==> src/rtl/wb_rr_arbiter_if.sv <==
// rtl/wb_rr_arbiter_if.sv - Wishbone signal bundle between NM masters, the round-robin arbiter and one shared slave
interface wb_rr_arbiter_if #(
   parameter int NM = 2,
   parameter int AW = 32,
   parameter int DW = 32
);
   // master side, master k at slice k
   logic [NM*AW-1:0]     m_adr_i;
   logic [NM*DW-1:0]     m_dat_i;
   logic [NM-1:0]        m_we_i;
   logic [NM*(DW/8)-1:0] m_sel_i;
   logic [NM-1:0]        m_stb_i;
   logic [NM-1:0]        m_cyc_i;
   logic [DW-1:0]        m_dat_o;
   logic [NM-1:0]        m_ack_o;
   logic [NM-1:0]        m_err_o;
   logic [NM-1:0]        m_rty_o;

   // slave side, owner's signals muxed through
   logic [AW-1:0]        s_adr_o;
   logic [DW-1:0]        s_dat_o;
   logic                 s_we_o;
   logic [DW/8-1:0]      s_sel_o;
   logic                 s_stb_o;
   logic                 s_cyc_o;
   logic [DW-1:0]        s_dat_i;
   logic                 s_ack_i;
   logic                 s_err_i;
   logic                 s_rty_i;

   logic [NM-1:0]        grant_o;

   // arbiter view: it answers the masters and drives the shared slave
   modport slave (
      input  m_adr_i, m_dat_i, m_we_i, m_sel_i, m_stb_i, m_cyc_i,
      output m_dat_o, m_ack_o, m_err_o, m_rty_o,
      output s_adr_o, s_dat_o, s_we_o, s_sel_o, s_stb_o, s_cyc_o,
      input  s_dat_i, s_ack_i, s_err_i, s_rty_i,
      output grant_o
   );

   // environment view: the requesting masters plus the downstream slave
   modport master (
      output m_adr_i, m_dat_i, m_we_i, m_sel_i, m_stb_i, m_cyc_i,
      input  m_dat_o, m_ack_o, m_err_o, m_rty_o,
      input  s_adr_o, s_dat_o, s_we_o, s_sel_o, s_stb_o, s_cyc_o,
      output s_dat_i, s_ack_i, s_err_i, s_rty_i,
      input  grant_o
   );
endinterface

==> src/rtl/wb_rr_arbiter.sv <==
// rtl/wb_rr_arbiter.sv - round-robin Wishbone arbiter, NM masters onto one slave; macro ARB_TIMEOUT_EN adds the stalled-slave watchdog
module wb_rr_arbiter #(
   parameter int NM      = 2,
   parameter int AW      = 32,
   parameter int DW      = 32,
   parameter int TIMEOUT = 255
) (
   input  logic           clk,
   input  logic           reset,
   wb_rr_arbiter_if.slave bus
);
   localparam int IW = $clog2(NM);
   localparam int SW = DW / 8;

   if (NM < 2 || NM > 8 || TIMEOUT < 1 || TIMEOUT > 65535) begin : g_bad_param
      $error("wb_rr_arbiter: NM must be 2..8 and TIMEOUT 1..65535");
   end

   typedef enum logic {IDLE = 1'b0, BUSY = 1'b1} state_t;

   state_t        state, state_n;
   logic [IW-1:0] own, own_n;
   logic [IW-1:0] last, last_n;
   logic [IW-1:0] pick, cand;
   logic [NM-1:0] grant_q, grant_n;
   logic          busy;
   logic          wd_fire;

   assign busy = (state == BUSY);

   // Rotating priority: the requester nearest after the last owner wins
   always_comb begin
      pick = last;
      cand = '0;
      for (int i = NM; i >= 1; i--) begin
         cand = IW'((int'(last) + i) % NM);
         if (bus.m_cyc_i[cand]) pick = cand;
      end
   end

   // Ownership transitions; the one-hot grant is decoded here so it can be registered with the state
   always_comb begin
      state_n = state;
      own_n   = own;
      last_n  = last;
      case (state)
         IDLE: begin
            if (|bus.m_cyc_i) begin
               state_n = BUSY;
               own_n   = pick;
               last_n  = pick;
            end
         end
         BUSY: begin
            if (!bus.m_cyc_i[own]) state_n = IDLE;
         end
      endcase
      grant_n = '0;
      if (state_n == BUSY) grant_n[own_n] = 1'b1;
   end

   // State, owner, rotation pointer and glitch-free grant register
   always_ff @(posedge clk or posedge reset) begin
      if (reset) begin
         state   <= IDLE;
         own     <= '0;
         last    <= IW'(NM - 1);
         grant_q <= '0;
      end else begin
         state   <= state_n;
         own     <= own_n;
         last    <= last_n;
         grant_q <= grant_n;
      end
   end

   // Slave-side mux: owner's bus while BUSY, all zero while IDLE; a watchdog hit drops cyc/stb for that cycle
   always_comb begin
      bus.s_cyc_o = 1'b0;
      bus.s_stb_o = 1'b0;
      bus.s_adr_o = '0;
      bus.s_dat_o = '0;
      bus.s_we_o  = 1'b0;
      bus.s_sel_o = '0;
      if (busy) begin
         bus.s_cyc_o = bus.m_cyc_i[own] & ~wd_fire;
         bus.s_stb_o = bus.m_cyc_i[own] & bus.m_stb_i[own] & ~wd_fire;
         bus.s_adr_o = bus.m_adr_i[int'(own)*AW +: AW];
         bus.s_dat_o = bus.m_dat_i[int'(own)*DW +: DW];
         bus.s_we_o  = bus.m_we_i[own];
         bus.s_sel_o = bus.m_sel_i[int'(own)*SW +: SW];
      end
   end

   // Responses reach the granted master only; a watchdog error replaces whatever the slave says that cycle
   assign bus.m_dat_o = bus.s_dat_i;
   assign bus.m_ack_o = {NM{bus.s_ack_i & ~wd_fire}} & grant_q;
   assign bus.m_err_o = {NM{bus.s_err_i |  wd_fire}} & grant_q;
   assign bus.m_rty_o = {NM{bus.s_rty_i & ~wd_fire}} & grant_q;
   assign bus.grant_o = grant_q;

`ifdef ARB_TIMEOUT_EN
   localparam int CW = $clog2(TIMEOUT + 1);

   logic [CW-1:0] wd_cnt;
   logic          s_resp;

   assign s_resp  = bus.s_ack_i | bus.s_err_i | bus.s_rty_i;
   assign wd_fire = busy & (wd_cnt == CW'(TIMEOUT));

   // Count unanswered strobe cycles; restart on any answer, on firing and whenever ownership ends
   always_ff @(posedge clk or posedge reset) begin
      if (reset) begin
         wd_cnt <= '0;
      end else if (state_n != BUSY || s_resp || wd_fire) begin
         wd_cnt <= '0;
      end else if (bus.s_stb_o) begin
         wd_cnt <= wd_cnt + 1'b1;
      end
   end
`else
   assign wd_fire = 1'b0;
`endif

endmodule

==> src/flat_wrapper.sv <==
// flat-port wrapper written by rule: the top's interface ports become plain ports
module wb_rr_arbiter_flat 
#(
   parameter int NM      = 2,
   parameter int AW      = 32,
   parameter int DW      = 32,
   parameter int TIMEOUT = 255
)
  (clk, reset, bus_m_adr_i, bus_m_dat_i, bus_m_we_i, bus_m_sel_i, bus_m_stb_i, bus_m_cyc_i, bus_m_dat_o, bus_m_ack_o, bus_m_err_o, bus_m_rty_o, bus_s_adr_o, bus_s_dat_o, bus_s_we_o, bus_s_sel_o, bus_s_stb_o, bus_s_cyc_o, bus_s_dat_i, bus_s_ack_i, bus_s_err_i, bus_s_rty_i, bus_grant_o);
  wb_rr_arbiter_if #(.NM(NM), .AW(AW), .DW(DW)) bus_i ();
  input  logic clk;
  input  logic reset;
  input wire logic [$bits(bus_i.m_adr_i)-1:0] bus_m_adr_i;
  input wire logic [$bits(bus_i.m_dat_i)-1:0] bus_m_dat_i;
  input wire logic [$bits(bus_i.m_we_i)-1:0] bus_m_we_i;
  input wire logic [$bits(bus_i.m_sel_i)-1:0] bus_m_sel_i;
  input wire logic [$bits(bus_i.m_stb_i)-1:0] bus_m_stb_i;
  input wire logic [$bits(bus_i.m_cyc_i)-1:0] bus_m_cyc_i;
  output wire logic [$bits(bus_i.m_dat_o)-1:0] bus_m_dat_o;
  output wire logic [$bits(bus_i.m_ack_o)-1:0] bus_m_ack_o;
  output wire logic [$bits(bus_i.m_err_o)-1:0] bus_m_err_o;
  output wire logic [$bits(bus_i.m_rty_o)-1:0] bus_m_rty_o;
  output wire logic [$bits(bus_i.s_adr_o)-1:0] bus_s_adr_o;
  output wire logic [$bits(bus_i.s_dat_o)-1:0] bus_s_dat_o;
  output wire logic [$bits(bus_i.s_we_o)-1:0] bus_s_we_o;
  output wire logic [$bits(bus_i.s_sel_o)-1:0] bus_s_sel_o;
  output wire logic [$bits(bus_i.s_stb_o)-1:0] bus_s_stb_o;
  output wire logic [$bits(bus_i.s_cyc_o)-1:0] bus_s_cyc_o;
  input wire logic [$bits(bus_i.s_dat_i)-1:0] bus_s_dat_i;
  input wire logic [$bits(bus_i.s_ack_i)-1:0] bus_s_ack_i;
  input wire logic [$bits(bus_i.s_err_i)-1:0] bus_s_err_i;
  input wire logic [$bits(bus_i.s_rty_i)-1:0] bus_s_rty_i;
  output wire logic [$bits(bus_i.grant_o)-1:0] bus_grant_o;
  assign bus_i.m_adr_i = bus_m_adr_i;
  assign bus_i.m_dat_i = bus_m_dat_i;
  assign bus_i.m_we_i = bus_m_we_i;
  assign bus_i.m_sel_i = bus_m_sel_i;
  assign bus_i.m_stb_i = bus_m_stb_i;
  assign bus_i.m_cyc_i = bus_m_cyc_i;
  assign bus_m_dat_o = bus_i.m_dat_o;
  assign bus_m_ack_o = bus_i.m_ack_o;
  assign bus_m_err_o = bus_i.m_err_o;
  assign bus_m_rty_o = bus_i.m_rty_o;
  assign bus_s_adr_o = bus_i.s_adr_o;
  assign bus_s_dat_o = bus_i.s_dat_o;
  assign bus_s_we_o = bus_i.s_we_o;
  assign bus_s_sel_o = bus_i.s_sel_o;
  assign bus_s_stb_o = bus_i.s_stb_o;
  assign bus_s_cyc_o = bus_i.s_cyc_o;
  assign bus_i.s_dat_i = bus_s_dat_i;
  assign bus_i.s_ack_i = bus_s_ack_i;
  assign bus_i.s_err_i = bus_s_err_i;
  assign bus_i.s_rty_i = bus_s_rty_i;
  assign bus_grant_o = bus_i.grant_o;
  wb_rr_arbiter #(.NM(NM), .AW(AW), .DW(DW), .TIMEOUT(TIMEOUT)) u_core (.clk(clk), .reset(reset), .bus(bus_i));
endmodule
==> config.mk <==
export PLATFORM = sky130hd
export DESIGN_NAME = wb_rr_arbiter_flat
export DESIGN_NICKNAME = d
export VERILOG_FILES = /design/src/rtl/wb_rr_arbiter_if.sv /design/src/rtl/wb_rr_arbiter.sv /design/src/flat_wrapper.sv
export SDC_FILE = /design/constraint.sdc
export NUM_CORES = 1
export LEC_CHECK = 0
export ABC_CLOCK_PERIOD_IN_PS = 1300
export CAP_MARGIN = 15
export CORE_AREA = 2 2 112 114
export DETAILED_ROUTE_END_ITERATION = 12
export DIE_AREA = 0 0 114 116
export SYNTH_ARGS = -nofsm -noshare
export SYNTH_HDL_FRONTEND = slang
export SYNTH_SLANG_ARGS = --single-unit
==> constraint.sdc <==
create_clock -name clk -period 1.3 [get_ports clk]
set_input_delay 0.39 -clock clk [delete_from_list [all_inputs] [get_ports clk]]
set_output_delay 0.39 -clock clk [all_outputs]
set_load 0.02 [all_outputs]
# Word level (Yosys, flattened, before mapping)

Index checks and enable logic that the tools add are counted.
W data, S select, Z words.

Bits in registers: 5
Bits of input ports: 179
Output and inout port bits: 111
Word-level logic and storage cells: 48

Add/sub/neg operators: 2
$lt $le $gt $ge: 5
Shift operators: 3
Muxes and demuxes: 26
Bitwise logic cells: 5
Reduce and logical (&&, ||, !) cells: 3

Operator list:

| kind                  | number |
|---|---|
| $shiftx A64 B7 Y32    | 2 |
| $mux W32              | 2 |
| $mux W1               | 20 |
| $lt A1 B2 Y1 const B  | 4 |
| $shiftx A8 B4 Y4      | 1 |
| $and A2 B2 Y2         | 3 |
| $mux W4               | 1 |
| $add A1 B1 Y1 const B | 2 |
| $mux W2               | 1 |
| $pmux W1 S2           | 1 |
| $reduce_and A2 Y1     | 1 |
| $reduce_or A2 Y1      | 1 |
| $and A1 B1 Y1         | 1 |
| $demux W1 S1          | 1 |
| $ge A1 B1 Y1 const B  | 1 |
| $logic_and A1 B1 Y1   | 1 |
| $not A1 Y1            | 1 |

# Longest topological paths before layout

Depth in word-level cells: 12
Gate-level depth with buffers: 5
Gate-level depth less buffers: 2

# Least setup slack after synthesis

OpenSTA, ideal clock, no wires.

Path type: register to output
From: reg u_core.own
To: out bus_s_stb_o
Arrival: 1.248 ns
Required time: 0.910 ns
Slack: -0.338 ns
Cell stages (with the launch flop): 6
Path buffers: 3
Cell sequence: dfrtp_1 > buf_2 > buf_6 > buf_6 > nand3b_1 > a21boi_1

Word-level cells in the longest chain between the ends: 4
Elaborated cells on any way between the ends: 6
Those cells by class: 5 x mux; 1 x bitwise

RTL lines:

| element                                    | line                | source |
|---|---|---|
| start, declared                            | wb_rr_arbiter.sv:22 | `logic [IW-1:0] own, own_n;` |
| start signal, assigned                     | wb_rr_arbiter.sv:71 | `own <= own_n;` |
| $mux W1 (implied by the code) (2 in a row) | wb_rr_arbiter.sv:87 | `bus.s_stb_o = bus.m_cyc_i[own] & bus.m_stb_i[own] & ~wd_fire;` |
| $and A1 B1 Y1 *                            | wb_rr_arbiter.sv:87 |  |
| $mux W1 *                                  | wb_rr_arbiter.sv:85 | `if (busy) begin` |
| end, declared                              | flat_wrapper.sv:27  | `output wire logic [$bits(bus_i.s_stb_o)-1:0] bus_s_stb_o;` |

Every way passes the cells marked *; elsewhere a longest branch is shown, timed or not. The select of a mux whose other input is x is not followed.

# Worst setup path after layout

From: reg u_core.own
To: out bus_s_dat_o[5]

Word-level cells in the longest chain between the ends: 2

RTL lines:

| element            | line                | source |
|---|---|---|
| $shiftx A64 B7 Y32 | wb_rr_arbiter.sv:89 | `bus.s_dat_o = bus.m_dat_i[int'(own)*DW +: DW];` |
| $mux W32           | wb_rr_arbiter.sv:85 |  |
| end, declared      | flat_wrapper.sv:24  | `output wire logic [$bits(bus_i.s_dat_o)-1:0] bus_s_dat_o;` |

No other way between the ends.

==> flow_metrics.env <==
export IMPL_power_density_mw_per_mm2=1732
export IMPL_end_kind="output port"
export IMPL_layout_nets=606
export IMPL_crit_required_ns=0.91
export IMPL_coreArea_sq_mm=0.01191
export IMPL_violations="setup timing"
export IMPL_vias=2274
export IMPL_layout_commonest_cell="clkdlybuf4s50_1"
export IMPL_grt_met3_usage_pct=2.720
export IMPL_grt_pass1_wl_um=10670
export IMPL_clk_pin_slew_ns=0.03
export IMPL_top_usage_layer="met2"
export IMPL_critPathKind="flip-flop to output port"
export IMPL_h_tree_depth=1
export IMPL_whs_ns=0.3751
export IMPL_dp_hpwl_um=6209
export IMPL_sequentialPowerShare_pct=3.9
export IMPL_layout_drive_gt1_share_pct=51.41
export IMPL_p_comb_share_pct=89.9
export IMPL_wire_per_inst_um=14.17
export IMPL_drtIter0Drc=20
export IMPL_fin_ws_ns=-0.6394
export IMPL_swShare_pct=40.89
export IMPL_setup_viol=73
export IMPL_p_leak_nw=2.039
export IMPL_slew_limit_headroom_pct=87.02
export IMPL_period_share_pct=149.2
export IMPL_path_max_fanout=7
export IMPL_viasPerCell=3.969
export IMPL_startpoint_type="flip-flop"
export IMPL_regArea_sq_um=131.4
export IMPL_drc=0
export IMPL_rows=40
export IMPL_dieArea_sq_mm=0.01322
export IMPL_tightest_slew_ns=0.1893
export IMPL_pre_cts_ws_ns=-0.8369
export IMPL_path_cells="buf_12 -> buf_12 -> buf_6 -> mux2i_2 -> nor2b_2 -> buf_6"
export IMPL_grt_max_degree=33
export IMPL_period_minus_slack_ns=1.939
export IMPL_cts_buffers=3
export IMPL_worstPathArrival_ns=1.55
export IMPL_critPathBufInv=4
export IMPL_ctsHoldBuffers=0
export IMPL_syn_avg_cell_area_sq_um=8.211
export IMPL_status="complete, but fails checks"
export IMPL_fp_dieH_um=116
export IMPL_place_area_sq_mm=0.004197
export IMPL_yosysWarnings=0
export IMPL_gr_usage_all_layers_pct=9.992
export IMPL_cp_top_family="buffers and inverters"
export IMPL_floorplan_initialDensity_pct=14.82
export IMPL_ys_types=19
export IMPL_grt_setup_unrepaired="true"
export IMPL_synth_seq_cells=5
export IMPL_gp_congestion=0.7369
export IMPL_skew_ns=0.0005604
export IMPL_p_int_mw=4.772
export IMPL_grt_pass1_vias=2192
export IMPL_grtUsageMet1_pct=10.17
export IMPL_yosysSeqAreaShare_pct=7.158
export IMPL_fillCellCount=1192
export IMPL_synth_edf_count=0
export IMPL_p_sw_mw=3.302
export IMPL_slew_violations=0
export IMPL_cts_tree="built"
export IMPL_grt_use_met2_pct=20.52
export IMPL_fmax_mhz=515.6
export IMPL_cts_sinks=5
export IMPL_cts_root_buf="clkbuf_16"
export IMPL_syn_inst=215
export IMPL_multi_input_area_sq_mm=0.001615
export IMPL_port_buffer_count=225
export IMPL_die_w_um=114
export IMPL_hold_viol=0
export IMPL_area_growth_pct=164.0
export IMPL_mappedNetlistNets=394
export IMPL_pwr_share_clk_pct=6.2
export IMPL_hold_path_class="input pin to async pin"
export IMPL_cap_violations=0
export IMPL_mostFrequentLayoutCells="clkdlybuf4s50_1, nor2b_2, buf_6"
export IMPL_antenna_cells=0
export IMPL_grt_ovfl_total=0
export IMPL_routed_wl_um=8122
export IMPL_cpMaxStageDelayCell="dfrtp_4"
export IMPL_clockBufferDepth=2
export IMPL_vdd_drop_max_v=0.0008254
export IMPL_final_area_sq_mm=0.004661
export IMPL_clock_latency_ns=0.23
export IMPL_synthArstFlopShare_pct=100.0
export IMPL_antenna_found_initial=0
export IMPL_num_io_pins=290
export IMPL_cp_slowest_stage_delay_ns=0.49
export IMPL_synthesis_area_sq_mm=0.001765
export IMPL_ant_nets=0
export IMPL_drtPass1Iterations=3
export IMPL_synth_top_flop_cell="dfrtp_1"
==> power groups by stage <==
stage / Combinational, mW / Sequential (mW) / Clock (mW)
floorplan: 3.74 / 0.281 / 0
global placement: 5.87 / 0.357 / 0
detailed placement: 5.91 / 0.356 / 0
CTS: 5.69 / 0.390 / 0.509
global route: 7.64 / 0.327 / 0.524
finish: 7.26 / 0.318 / 0.500
==> path summary, 6_finish.rpt <==
kind	startpoint	to	slack, ns	depth (start not counted)
max in group asynchronous	reset	u_core.last	0.68	2
min	reset	u_core.own	0.38	2
max reg2reg	u_core.own	u_core.busy	0.05	4
min reg2reg	u_core.last	u_core.last	0.52	1
max	u_core.own	bus_s_dat_o[5]	-0.64	6
min in group clk	u_core.last	u_core.last	0.52	1
==> area by class of cell <==
type / instances / area share, %
well taps: 147 / 3.946
flip-flops and latches: 5 / 2.819
repair buffers: 256 / 56.72
clock buffers: 4 / 1.691
inverters: 2 / 0.1611
multi-input cells: 159 / 34.66
==> cell usage after synthesis, types with 2 or more instances <==
master | n | share of area (%)
a21boi_2 | 2 | 1.3
and2_1 | 6 | 2.1
buf_2 | 4 | 1.1
buf_4 | 32 | 14
buf_6 | 6 | 3.8
clkbuf_1 | 7 | 1.5
dfrtp_1 | 4 | 5.7
inv_1 | 2 | 0.43
mux2i_1 | 70 | 40
nand2b_1 | 2 | 0.71
nor2b_1 | 71 | 25
o22a_1 | 2 | 0.99
==> routing by layer <==
metal | vias up | part of all wire [%] | routed length, um
met5 | - | 0 | 0
met3 | 6 | 10 | 825
li1 | 1104 | - | -
met4 | 0 | 0.48 | 39
met1 | 1017 | 36 | 2888
met2 | 147 | 54 | 4368
==> cells by family after synthesis <==
logic type	synth area share, %
AO/OA/AOI/OAI	3.757
buffers and inverters	20.48
multiplexers	39.69
AND/OR/NAND/NOR	28.92
flip-flops	7.159
==> sequential cells by signal, summed over array words and instances, names as in the netlist <==
signal and flops:
u_core.last 1, u_core.own 1, u_core.bus.grant_o 2, u_core.busy 1
==> per-stage QoR <==
| step | total power, mW | TNS, ns | cells | utilization (%) |
|---|---|---|---|---|
| 2_1_floorplan | 4.019 | -10.81 | 215 | - |
| 3_3_place_gp | 6.228 | -57.13 | 549 | 35.23 |
| 3_5_place_dp | 6.269 | -57.86 | 549 | 35.23 |
| 4_1_cts | 6.591 | -43.73 | 554 | 35.30 |
| 5_1_grt | 8.490 | -41.29 | 573 | 39.13 |
| 6_report | 8.074 | -38.03 | 573 | 39.13 |
==> timing repair <==
| action | in CTS | in global routing |
|---|---|---|
| cloned | 1 | 3 |
| pin swaps | 1 | 4 |
| setup buffers | 0 | 16 |
| endpoints found under the setup margin | 79 | 81 |
| gates resized for setup | 267 | 218 |
(Power assumes the default switching activity.)
